--- src/rtl/pio_pkg.sv ---
// Register map and edge-type encodings shared by the input and output PIO blocks.
package pio_pkg;

  localparam logic [1:0] PIO_ADDR_DATA = 2'd0;
  localparam logic [1:0] PIO_ADDR_RSVD = 2'd1;
  localparam logic [1:0] PIO_ADDR_MASK = 2'd2;
  localparam logic [1:0] PIO_ADDR_EDGE = 2'd3;

  localparam int EDGE_FALL = 0;
  localparam int EDGE_RISE = 1;
  localparam int EDGE_ANY  = 2;

  function automatic int deb_cnt_width(input int cycles);
    return $clog2(cycles) + 1;
  endfunction

endpackage

--- src/rtl/pio_debounce_bit.sv ---
// One input bit: two-flop synchronizer followed by a stable-count debouncer.
module pio_debounce_bit
  import pio_pkg::*;
#(
  parameter int DEBOUNCE_CYCLES = 16
) (
  input  logic clk,
  input  logic reset,
  input  logic pin,
  output logic deb
);

  logic sync1_q, sync1_d;
  logic sync2_q, sync2_d;

  always_comb begin
    sync1_d = pin;
    sync2_d = sync1_q;
  end

  always_ff @(posedge clk) begin
    if (reset) begin
      sync1_q <= 1'b0;
      sync2_q <= 1'b0;
    end else begin
      sync1_q <= sync1_d;
      sync2_q <= sync2_d;
    end
  end

  if (DEBOUNCE_CYCLES == 0) begin : g_bypass
    assign deb = sync2_q;
  end else begin : g_debounce
    localparam int CW = deb_cnt_width(DEBOUNCE_CYCLES);
    localparam logic [CW-1:0] CNT_LAST = CW'(DEBOUNCE_CYCLES - 1);

    logic [CW-1:0] cnt_q, cnt_d;
    logic          deb_q, deb_d;

    // Any cycle where the synchronized pin agrees with deb restarts the count.
    always_comb begin
      cnt_d = '0;
      deb_d = deb_q;
      if (sync2_q != deb_q) begin
        if (cnt_q == CNT_LAST) begin
          deb_d = sync2_q;
        end else begin
          cnt_d = cnt_q + CW'(1);
        end
      end
    end

    always_ff @(posedge clk) begin
      if (reset) begin
        cnt_q <= '0;
        deb_q <= 1'b0;
      end else begin
        cnt_q <= cnt_d;
        deb_q <= deb_d;
      end
    end

    assign deb = deb_q;
  end

endmodule

--- src/rtl/pio_edge_input.sv ---
// Avalon-MM input PIO: debounced pins, sticky edge capture and masked level irq.
module pio_edge_input
  import pio_pkg::*;
#(
  parameter int WIDTH           = 4,
  parameter int DEBOUNCE_CYCLES = 16,
  parameter int EDGE_TYPE       = 0
) (
  input  logic             clk,
  input  logic             reset,
  input  logic [WIDTH-1:0] in_port,
  input  logic [1:0]       address,
  input  logic             chipselect,
  input  logic             write_n,
  input  logic [WIDTH-1:0] writedata,
  output logic [WIDTH-1:0] readdata,
  output logic             irq
);

  logic [WIDTH-1:0] deb;
  logic [WIDTH-1:0] deb_dly_q, deb_dly_d;
  logic [WIDTH-1:0] edge_hit;
  logic [WIDTH-1:0] edge_capture_q, edge_capture_d;
  logic [WIDTH-1:0] irq_mask_q, irq_mask_d;
  logic             irq_q, irq_d;
  logic             wr_en;

  for (genvar i = 0; i < WIDTH; i++) begin : g_bit
    pio_debounce_bit #(
      .DEBOUNCE_CYCLES(DEBOUNCE_CYCLES)
    ) u_deb (
      .clk  (clk),
      .reset(reset),
      .pin  (in_port[i]),
      .deb  (deb[i])
    );
  end

  assign wr_en = chipselect & ~write_n;

  always_comb begin
    deb_dly_d = deb;
    if (EDGE_TYPE == EDGE_RISE) begin
      edge_hit = ~deb_dly_q & deb;
    end else if (EDGE_TYPE == EDGE_ANY) begin
      edge_hit = deb_dly_q ^ deb;
    end else begin
      edge_hit = deb_dly_q & ~deb;
    end

    irq_mask_d = irq_mask_q;
    if (wr_en && (address == PIO_ADDR_MASK)) begin
      irq_mask_d = writedata;
    end

    // New edges are OR-ed in after the clear so a coincident edge survives.
    edge_capture_d = edge_capture_q;
    if (wr_en && (address == PIO_ADDR_EDGE)) begin
      edge_capture_d = edge_capture_q & ~writedata;
    end
    edge_capture_d = edge_capture_d | edge_hit;

    irq_d = |(edge_capture_q & irq_mask_q);
  end

  always_ff @(posedge clk) begin
    if (reset) begin
      deb_dly_q      <= '0;
      edge_capture_q <= '0;
      irq_mask_q     <= '0;
      irq_q          <= 1'b0;
    end else begin
      deb_dly_q      <= deb_dly_d;
      edge_capture_q <= edge_capture_d;
      irq_mask_q     <= irq_mask_d;
      irq_q          <= irq_d;
    end
  end

  always_comb begin
    readdata = '0;
    case (address)
      PIO_ADDR_DATA: readdata = deb;
      PIO_ADDR_MASK: readdata = irq_mask_q;
      PIO_ADDR_EDGE: readdata = edge_capture_q;
      default:       readdata = '0;
    endcase
  end

  assign irq = irq_q;

endmodule

--- config.mk ---
export PLATFORM = sky130hd
export DESIGN_NAME = pio_edge_input
export DESIGN_NICKNAME = d
export VERILOG_FILES = /design/src/rtl/pio_pkg.sv /design/src/rtl/pio_debounce_bit.sv /design/src/rtl/pio_edge_input.sv
export SDC_FILE = /design/constraint.sdc
export NUM_CORES = 1
export LEC_CHECK = 0
export BUFFER_PORTS_ARGS = -buffer_cell sky130_fd_sc_hd__buf_2
export CORE_UTILIZATION = 49
export CTS_CLUSTER_DIAMETER = 150
export DETAILED_ROUTE_END_ITERATION = 7
export PLACE_DENSITY = 0.69
export SETUP_SLACK_MARGIN = 0.5
export SLEW_MARGIN = 20
export SYNTH_ARGS = -nofsm -noshare
export SYNTH_HDL_FRONTEND = slang
export SYNTH_SLANG_ARGS = --single-unit
--- constraint.sdc ---
create_clock -name clk -period 4.25 [get_ports clk]
set_input_delay 0.425 -clock clk [delete_from_list [all_inputs] [get_ports clk]]
set_output_delay 0.425 -clock clk [all_outputs]
set_load 0.01 [all_outputs]
==> flow_summary.yaml <==
clock_network:
  cts.repair.resized: 0
  path_clk_slew_ps: 130
  cts_hold_buf: 0
  post_cts_buffers: 0
  cts_root_buffer: "clkbuf_4"
  cts_tree: "built"
  cts_max_level: 2
  insertion_delay_ps: 340
  cts.sink_count: 45
  numCtsBuffers: 5
  cts_max_path_buffers: 2
worst_setup_path:
  critPathMaxFanout: 3
  worstPathRequired_ps: 3830
  slowest_delay_ps: 350
  crit_path_cell_trace: "mux2_2, a22o_1, buf_2"
  worstPathArrival_ps: 1260
  worstSetupPathType: "register to output pin"
  crit_path_start_kind: "register"
  slowest_stage: "dfxtp_1"
  worstSetupEndpointType: "output pin"
global_routing:
  grt_first_pass_wirelength_mm: 4.14
  grt_overflow: 0
  grt_max_degree: 30
  grt_pass1_vias: 1073
  antenna_found_initial: 0
  grt_usage: 0.151
finish:
  area_growth_pct: 10.8
  antenna_cells: 0
  layout.nets: 210
  drive_gt1_frac: 0.180
  fin_cells: 235
logic_synthesis:
  synth-main-ff-cell: "dfxtp_1"
  syn-cell-area_um2: 1720
  ys_seq_area_frac: 0.524
  synth.avg_cell_area_um2: 10.2
  yosysUniqueCellTypes: 23
  async_reset_ff_frac: 0
  synth.net_count: 190
  synth_seq_cells: 45
  synth_edf_count: 0
  yosys_warnings: 0
  synthCells: 168
timing:
  maxSlewViolCount: 0
  fmax_mhz: 593
  worstMarginPinSlew_ps: 1030
  min_period_ps: 1690
  min_period_over_period: 0.397
  holdWs_ps: 296
  relSlewSlack: 0.305
  finalHoldViolCount: 0
  fin_skew_ps: 15.8
  setup_viol: 0
  tns_ps: 0
  rsz0062_at_grt: "false"
floorplan:
  die_w_um: 61.3
  ios: 19
  core_um2: 3340
  die_height_um: 61.3
  rows: 21
  initial_core_util: 0.516
  die-area_um2: 3750
route:
  vias_per_cell: 4.85
  num_vias: 1139
  routedWlPerCell_um: 10.8
  routed_wl_mm: 2.55
  drc: 0
  first_iter_violations: 50
  final_antenna_net_count: 0
  firstDrtPassIters: 4
power_and_ir_drop:
  p_leak_nw: 0.765
  sequentialPowerShare: 0.638
  p_sw_mw: 0.138
  p_sw_frac: 0.205
  p_per_area_nw_per_um2: 353
  vdd_drop_max_v: 0.000190
  pwr-share-clk: 0.324
  power_mw: 0.674
  pwr-share-comb: 0.038
  intPower_mw: 0.535
outcome:
  status: "completed"
placement:
  place_congestion: 0.815
  dp.cells: 227
  hpwl_mm: 1.91
  port_buffers: 18
hold_path:
  hold_path.class: "input port to register"
run:
  drv_cap: 0
-- kinds of logic (layout without fill, tap and decap cells) --
logic type,Yosys count,count (layout),share of synthesized area
simple gates,59,59,0.185
compound gates,15,15,0.0553
buf+inv,17,38,0.0444
fa+ha+maj,8,8,0.0582
flops,45,45,0.524
xor+xnor,12,12,0.0611
mux,12,12,0.0727
-- critical path, delay by kind of cell, from the launching register on --
kind | cells | cell delay (ps)
AO/OA/AOI/OAI | 1 | 180
multiplexers | 1 | 260
buffers and inverters | 1 | 140
flip-flops | 1 | 350
-- path summary, 6_finish.rpt --
path	startpoint	endpoint	slack, ps	cells past startpoint
max	irq_mask_q[1]$_SDFFE_PP0P_	readdata[1]	2560	3
min	in_port[0]	g_bit[0].u_deb.sync1_q$_SDFF_PP0_	300	2
max reg2reg	g_bit[1].u_deb.g_debounce.cnt_q[0]$_SDFF_PP0_	g_bit[1].u_deb.g_debounce.cnt_q[2]$_SDFF_PP0_	2680	5
min reg2reg	deb_dly_q[3]$_SDFF_PP0_	edge_capture_q[3]$_SDFF_PP0_	440	2
-- power by group through the flow --
stage | registers, mW | logic, mW | clock network (mW)
global route | 0.431 | 0.0288 | 0.251
floorplan | 0.439 | 0.0174 | 0
CTS | 0.430 | 0.0259 | 0.227
global placement | 0.439 | 0.0244 | 0
finish | 0.430 | 0.0256 | 0.218
detailed placement | 0.440 | 0.0258 | 0
-- layer usage --
layer	track usage	up-vias	part of all wire	wire (um)
met1	0.169	523	0.47	1210
met3	0.0441	2	0.045	114
met2	0.270	27	0.47	1200
met4	0.0584	0	0.0086	22
met5	0	-	0	0
li1	-	587	-	-
-- state kept, by name (all words and copies together), names as in the netlist --
| name | count |
|---|---|
| g_bit.u_deb.g_debounce.cnt_q | 20 |
| irq_mask_q | 4 |
| g_bit.u_deb.sync1_q | 4 |
| deb_dly_q | 4 |
| g_bit.u_deb.deb | 4 |
| edge_capture_q | 4 |
| irq | 1 |
| g_bit.u_deb.sync2_q | 4 |
-- cells in the final DEF (no fill, tap or decap) --
master | netlist | layout
and3_1 | 4 | 4
clkbuf_8 | 0 | 2
clkbuf_4 | 0 | 5
inv_1 | 12 | 12
xnor2_1 | 8 | 8
a22o_1 | 4 | 4
buf_2 | 1 | 18
mux2i_1 | 8 | 8
nor2b_1 | 12 | 12
o21ai_0 | 4 | 4
nor4bb_1 | 1 | 1
ha_1 | 8 | 8
or3_4 | 4 | 4
dfxtp_1 | 45 | 45
nand2b_1 | 4 | 4
nand3_1 | 4 | 4
mux2_2 | 4 | 4
clkinv_2 | 0 | 1
a21oi_1 | 5 | 5
nand4b_1 | 1 | 1
nor2_1 | 29 | 29
a22oi_1 | 2 | 2
xor2_1 | 4 | 4
-- synth_stat cells, types with 2 or more instances --
cell      instances  area share
dfxtp_1          45        0.52
nor2b_1          12       0.044
or3_4             4       0.026
a22o_1            4       0.020
nand3_1           4       0.012
mux2i_1           8       0.047
a22oi_1           2      0.0087
nor2_1           29       0.063
nand2b_1          4       0.015
xor2_1            4       0.020
inv_1            12       0.026
clkbuf_1          2      0.0044
and3_1            4       0.015
xnor2_1           8       0.041
ha_1              8       0.058
mux2_2            4       0.026
o21ai_0           4       0.012
a21oi_1           5       0.015
-- per-stage QoR --
stage,setup slack (ps),utilization,area (um^2)
2_1_floorplan,2780,-,1720
3_3_place_gp,2430,0.550,1840
3_5_place_dp,2320,0.550,1840
4_1_cts,2560,0.571,1910
5_1_grt,2490,0.571,1910
6_report,2560,0.571,1910
-- cell type report --
class / count / area [um^2]
inverters: 12 / 45.0
well taps: 46 / 57.6
multi-input cells: 106 / 743
clock inverters: 1 / 5.00
clock buffers: 7 / 65.1
flip-flops and latches: 45 / 901
fillers: 300 / 1430
repair buffers: 18 / 90.1
Power figures use the tool's default switching activity.
